==> src/rtl/hni_req_admit.sv <==
// RXREQ admission stage: same-cycle accept/retry at s0, RetryAck and
// PCrdGrant queuing toward TXRSP, tracker entry accounting.
module hni_req_admit #(
   parameter int TRK_ENTRIES  = 16,
   parameter int RETRYQ_DEPTH = 8,
   parameter int PCRDQ_DEPTH  = 16,
   parameter int LL_CRD_COUNT = 8,
   parameter int REQ_W        = 64,
   parameter int SRC_W        = 11,
   parameter int TXN_W        = 12,
   parameter int SRCID_LSB    = 15,
   parameter int TXNID_LSB    = 26,
   parameter int AR_BIT       = 56
) (
   input  logic             clk,
   input  logic             rst,
   input  logic             rxreq_valid_s0,
   input  logic [REQ_W-1:0] rxreqflit_s0,
   output logic             rxreq_retry_enable_s0,
   input  logic             trk_free_s0,
   output logic             qos_req_valid_s1,
   output logic [REQ_W-1:0] qos_reqflit_s1,
   output logic             qos_retryack_valid,
   output logic [SRC_W-1:0] qos_retryack_srcid,
   output logic [TXN_W-1:0] qos_retryack_txnid,
   input  logic             txrsp_retryack_won_s1,
   output logic             qos_pcrdgnt_valid,
   output logic [SRC_W-1:0] qos_pcrdgnt_srcid,
   input  logic             txrsp_pcrdgnt_won_s1,
   output logic             qos_pcrd_err
);

   localparam int CW  = $clog2(TRK_ENTRIES + 1);
   localparam int RAW = (RETRYQ_DEPTH > 1) ? $clog2(RETRYQ_DEPTH) : 1;
   localparam int PAW = (PCRDQ_DEPTH > 1) ? $clog2(PCRDQ_DEPTH) : 1;
   localparam int RCW = $clog2(RETRYQ_DEPTH + 1);
   localparam int PCW = $clog2(PCRDQ_DEPTH + 1);
   localparam int RQW = SRC_W + TXN_W;

   logic             ar;
   logic [SRC_W-1:0] s0_srcid;
   logic [TXN_W-1:0] s0_txnid;

   logic [CW-1:0]    avail_q, avail_nxt;
   logic [CW-1:0]    resv_q, resv_nxt;
   logic [CW:0]      avail_sum;
   logic             resv_nz;
   logic             err_q;

   logic [RQW-1:0]   rq_mem [RETRYQ_DEPTH];
   logic [RAW-1:0]   rq_wr, rq_rd;
   logic [RCW-1:0]   rq_cnt;
   logic [SRC_W-1:0] pq_mem [PCRDQ_DEPTH];
   logic [PAW-1:0]   pq_wr, pq_rd;
   logic [PCW-1:0]   pq_cnt;

   logic rq_empty, rq_full, pq_empty, pq_full;
   logic retry_cond, retry, acc_ar0, acc_ar1, acc;
   logic ack_xfer, gnt_xfer, rq_push;
   logic [CW-1:0] gnt_thr;

   assign ar       = rxreqflit_s0[AR_BIT];
   assign s0_srcid = rxreqflit_s0[SRCID_LSB +: SRC_W];
   assign s0_txnid = rxreqflit_s0[TXNID_LSB +: TXN_W];

   assign rq_empty = (rq_cnt == '0);
   assign rq_full  = (rq_cnt == RCW'(RETRYQ_DEPTH));
   assign pq_empty = (pq_cnt == '0);
   assign pq_full  = (pq_cnt == PCW'(PCRDQ_DEPTH));
   assign resv_nz  = (resv_q != '0);

   // earlier retried requesters keep priority over new ar=1 traffic
   assign retry_cond = (avail_q == '0) | ~rq_empty | ~pq_empty;
   assign retry      = rxreq_valid_s0 & ar & retry_cond;
   assign acc_ar1    = rxreq_valid_s0 & ar & ~retry_cond;
   assign acc_ar0    = rxreq_valid_s0 & ~ar;
   assign acc        = acc_ar0 | acc_ar1;

   assign rxreq_retry_enable_s0 = retry;

   assign qos_retryack_valid = ~rq_empty & ~pq_full;
   assign ack_xfer = qos_retryack_valid & txrsp_retryack_won_s1;

   always_comb begin
      qos_retryack_srcid = '0;
      qos_retryack_txnid = '0;
      if (qos_retryack_valid) begin
         {qos_retryack_srcid, qos_retryack_txnid} = rq_mem[rq_rd];
      end
   end

   // keep one entry back for a same-cycle ar=1 accept
   assign gnt_thr           = acc_ar1 ? CW'(1) : '0;
   assign qos_pcrdgnt_valid = ~pq_empty & (avail_q > gnt_thr);
   assign qos_pcrdgnt_srcid = qos_pcrdgnt_valid ? pq_mem[pq_rd] : '0;
   assign gnt_xfer = qos_pcrdgnt_valid & txrsp_pcrdgnt_won_s1;

   assign rq_push = retry & (~rq_full | ack_xfer);

   always_comb begin
      avail_sum = {1'b0, avail_q} + (CW+1)'(trk_free_s0);
      if (avail_sum > (CW+1)'(TRK_ENTRIES)) begin
         avail_sum = (CW+1)'(TRK_ENTRIES);
      end
      avail_nxt = CW'(avail_sum) - CW'(acc_ar1) - CW'(gnt_xfer);
      resv_nxt  = resv_q + CW'(gnt_xfer) - CW'(acc_ar0 & resv_nz);
   end

   always_ff @(posedge clk) begin
      if (rst) begin
         avail_q <= CW'(TRK_ENTRIES);
         resv_q  <= '0;
         err_q   <= 1'b0;
      end else begin
         avail_q <= avail_nxt;
         resv_q  <= resv_nxt;
         if (acc_ar0 & ~resv_nz) err_q <= 1'b1;
      end
   end

   assign qos_pcrd_err = err_q;

   always_ff @(posedge clk) begin
      if (rst) begin
         qos_req_valid_s1 <= 1'b0;
         qos_reqflit_s1   <= '0;
      end else begin
         qos_req_valid_s1 <= acc;
         qos_reqflit_s1   <= acc ? rxreqflit_s0 : '0;
      end
   end

   always_ff @(posedge clk) begin
      if (rq_push) rq_mem[rq_wr] <= {s0_srcid, s0_txnid};
      if (ack_xfer) pq_mem[pq_wr] <= rq_mem[rq_rd][RQW-1 -: SRC_W];
   end

   always_ff @(posedge clk) begin
      if (rst) begin
         rq_wr  <= '0;
         rq_rd  <= '0;
         rq_cnt <= '0;
         pq_wr  <= '0;
         pq_rd  <= '0;
         pq_cnt <= '0;
      end else begin
         if (rq_push) begin
            rq_wr <= (rq_wr == RAW'(RETRYQ_DEPTH-1)) ? '0 : rq_wr + RAW'(1);
         end
         if (ack_xfer) begin
            rq_rd <= (rq_rd == RAW'(RETRYQ_DEPTH-1)) ? '0 : rq_rd + RAW'(1);
            pq_wr <= (pq_wr == PAW'(PCRDQ_DEPTH-1)) ? '0 : pq_wr + PAW'(1);
         end
         if (gnt_xfer) begin
            pq_rd <= (pq_rd == PAW'(PCRDQ_DEPTH-1)) ? '0 : pq_rd + PAW'(1);
         end
         rq_cnt <= rq_cnt + RCW'(rq_push) - RCW'(ack_xfer);
         pq_cnt <= pq_cnt + PCW'(ack_xfer) - PCW'(gnt_xfer);
      end
   end

   a_depth: assert property (@(posedge clk)
      RETRYQ_DEPTH >= LL_CRD_COUNT);
   a_rq_ovf: assert property (@(posedge clk) disable iff (rst)
      !(retry && rq_full && !ack_xfer));
   a_free_ovf: assert property (@(posedge clk) disable iff (rst)
      !(trk_free_s0 && avail_q == CW'(TRK_ENTRIES)));

endmodule

==> config.mk <==
export PLATFORM = sky130hd
export DESIGN_NAME = hni_req_admit
export DESIGN_NICKNAME = d
export VERILOG_FILES = /design/src/rtl/hni_req_admit.sv
export SDC_FILE = /design/constraint.sdc
export NUM_CORES = 1
export LEC_CHECK = 0
export CAP_MARGIN = 10
export CORE_MARGIN = 1
export CORE_UTILIZATION = 53
export CTS_BUF_LIST = sky130_fd_sc_hd__clkbuf_4
export DETAILED_ROUTE_END_ITERATION = 10
export GPL_TIMING_DRIVEN = 0
export PLACE_DENSITY = 0.83
export SKIP_CTS_REPAIR_TIMING = 1
export SLEW_MARGIN = 20
export SYNTH_ARGS = -nofsm -noshare
export SYNTH_HDL_FRONTEND = slang
export SYNTH_SLANG_ARGS = --single-unit
==> constraint.sdc <==
create_clock -name clk -period 4.8 [get_ports clk]
set_clock_uncertainty 0.1 [all_clocks]
set_input_delay 0.48 -clock clk [delete_from_list [all_inputs] [get_ports clk]]
set_output_delay 0.48 -clock clk [all_outputs]
set_load 0.02 [all_outputs]
==> key figures <==
Placed design
  – Placed inst area: roughly 20,000 sq um
  – Post-DP HPWL: 24.9 mm
  – GPL Wtd Cong: just under 0.8
  – Port Buffers: roughly 170
  – Place WS: ~560 ps

Pwr
  – Pleak: approximately 0.0075 uW
  – Worst VDD drop: 0.305 mV
  – Power Total: around 11,000 uW
  – Pwr/cell area: a little over 500 nW/um^2

Global routing
  – Vias in the first global route: about 10,000
  – Global-route wire length before repair: between 50 and 60 mm
  – Pin count of the biggest net entering global routing: 18
  – Overall routing resource usage: 22.9%
  – Initial antenna violation count: 2
  – Grt ovf: 0

Yosys
  – Netlist cell types: 49
  – Area of the mapped netlist: around 18,000 sq um
  – Most frequent cell after synthesis: edfxtp_1
  – Synth cell count leaders: 360 x edfxtp_1, 106 x dfxtp_1, 90 x mux4_2, 76 x and2_1, 47 x nor2_1
  – Synth Area per Inst: ~18 sq um
  – Post-synth top area cell: edfxtp_1
  – Largest cells by area after synthesis: edfxtp_1 61%, dfxtp_1 12%, mux4_2 11%
  – Main synth FF type: edfxtp_1
  – EDFF count, synth: 360
  – Synth top area share: 61.3%
  – Synth Register Bits: around 470
  – Cells after synthesis: just under 1,000
  – YS warnings: 0
  – Post-synthesis sequential area ratio: 73.3%
  – Syn Nets: between 1,000 and 1,500
  – Asr flop ratio synth: 0%

Worst setup path
  – Most common cell on crit path: inv_1
  – Crit path max-delay family: simple AND/OR/NAND/NOR gates
  – CP endpoint kind: output pin
  – CP required: ~4200 ps
  – Critical-path top delay cell: clkdlybuf4s50_1
  – Critical path class: flip-flop to output pin
  – Startpoint types: flip-flop
  – Worst Path Max Fanout: 10
  – Crit path DAT: 3930 ps
  – Slowest stage delay, CP: 630 ps
  – CP Cell Sequence: or4_4 > o211ai_4 > inv_1 > nand3_1 > inv_1 > ha_1 > nor2_1 > o21bai_4 > buf_1 > nor3_1 > clkdlybuf4s50_1
  – CP bufs+invs: 4

Layout
  – Area grow syn2layout: 23.1%
  – Share of cells above drive strength 1: 24.8%
  – Layout net count: 1,396
  – Design area: 21,700 sq um

Hold path
  – Min-Delay Path Class: input pin to flip-flop

Die
  – Die Width: approximately 180 um
  – Io pins: between 150 and 200
  – Full die area: 34,000 sq um
  – Core box area: between 30,000 and 40,000 sq um
  – Initial Util: between 50 and 60%
  – # rows: 66
  – Die Span Y: around 180 um

Timing
  – RSZ-0062 raised after global routing: false
  – Pins Over Slew Limit: 0
  – Slew headroom: between 20% and 30%
  – Minimum clock period after layout: 4510 ps
  – Fmax: roughly 220 MHz
  – Worst Tran Pin Value: roughly 1100 ps
  – Fin. Hold Viols: 0
  – Final Cycle Share: 93.9%
  – Setup WS post-layout: roughly 290 ps
  – Final Setup Violations: 0
  – Setup TNS: 0 ps

Drt
  – Post-DR wirelength/cell: ~21 um
  – Vias per cell: 5.47
  – Vias post-DR: about 10,000
  – Drt pass-1 iters: 5
  – WL final: roughly 38 mm
  – First-iteration detailed-routing DRC count: 815
  – DRC: 0
  – Final antenna-violating net count: 0

Clocking
  – H-tree depth: 3
  – Sink Count: 466
  – Root Buffer Master: clkbuf_4
  – Clock latency at the later pin of the worst-skew pair: just under 800 ps
  – CTS Buf Count: about 110
  – CTS max path bufs: 3
  – Clock transition at path regs: 70 ps
  – CTS tree: built

Job
  – Max cap viols: 0

Status
  – Status: finished, final reports clean
-- registers in the layout, summed over array words and instances (netlist names), named ones only --
name,flops
qos_req_valid_s1,1
pq_cnt,5
qos_pcrd_err,1
pq_wr,4
rq_rd,3
qos_reqflit_s1,64
rq_cnt,4
pq_rd,4
rq_wr,3
pq_mem,176
resv_q,5
avail_q,5
rq_mem,184
-- final cells by class --
class / count / area, sq um
tap: 442 / 553
antenna: 3 / 7.51
sequential: 466 / 12900
fill: 2136 / 10900
buffer: 45 / 194
timing repair buffer: 203 / 1960
multi-input combinational: 437 / 4500
inverter: 28 / 105
clock buffer: 163 / 1220
clock inverter: 43 / 234
-- report_power, final --
part           leakage, uW  switching (uW)  internal [uW]
sequential         0.00411             118           4750
combinational      0.00253            1720           1410
clock             0.000858            1540           1670
-- final timing paths --
path | start | to | slack [ps] | cells past startpoint
worst max-delay path | avail_q[3] | qos_pcrdgnt_srcid[4] | 290 | 11
worst min-delay path | rxreqflit_s0[39] | qos_reqflit_s1[39] | 180 | 2
worst max register to register | avail_q[3] | resv_q[4] | 600 | 21
worst min register to register | rq_rd[1] | flip-flop | 380 | 2
-- per-layer routing --
metal  track usage, %  up-vias  wire (um)
met5                0        -          0
met4             9.70        0        995
met3             6.09       78       2930
met2             39.2      482      19300
met1             27.3     4979      14400
li1                 -     4469          -
-- kinds of logic (layout without fill, tap and decap cells) --
group,after synthesis,after routing,synth area share (%)
adders and majority gates,33,33,2.51
other,0,3,0
xor gates and xnor gates,13,13,0.645
muxes,117,117,13.1
and+or+nand+nor,213,213,6.43
AOI/OAI and AO/OA,61,61,2.31
DFF,466,466,73.3
buffers and inverters,73,482,1.70
-- per-stage QoR --
stage,hold WS [ps],util (%),cells
2_1_floorplan,354,-,976
3_3_place_gp,365,61.0,1589
3_5_place_dp,357,62.0,1620
4_1_cts,-46.3,66.4,1826
5_1_grt,133,66.6,1830
6_report,184,66.6,1830
-- layout by cell type, fill, tap and decap left out, types with 19 or more instances in the layout --
| cell type | instances |
|---|---|
| dfxtp_1 | 106 |
| and2_1 | 76 |
| clkbuf_4 | 163 |
| inv_1 | 27 |
| nand2_1 | 33 |
| clkinv_1 | 33 |
| clkdlybuf4s50_1 | 166 |
| clkbuf_1 | 28 |
| buf_4 | 24 |
| edfxtp_1 | 360 |
| ha_1 | 29 |
| mux4_2 | 90 |
| o22ai_1 | 20 |
| a21oi_1 | 19 |
| nor2_1 | 46 |
(Power assumes the default switching activity.)
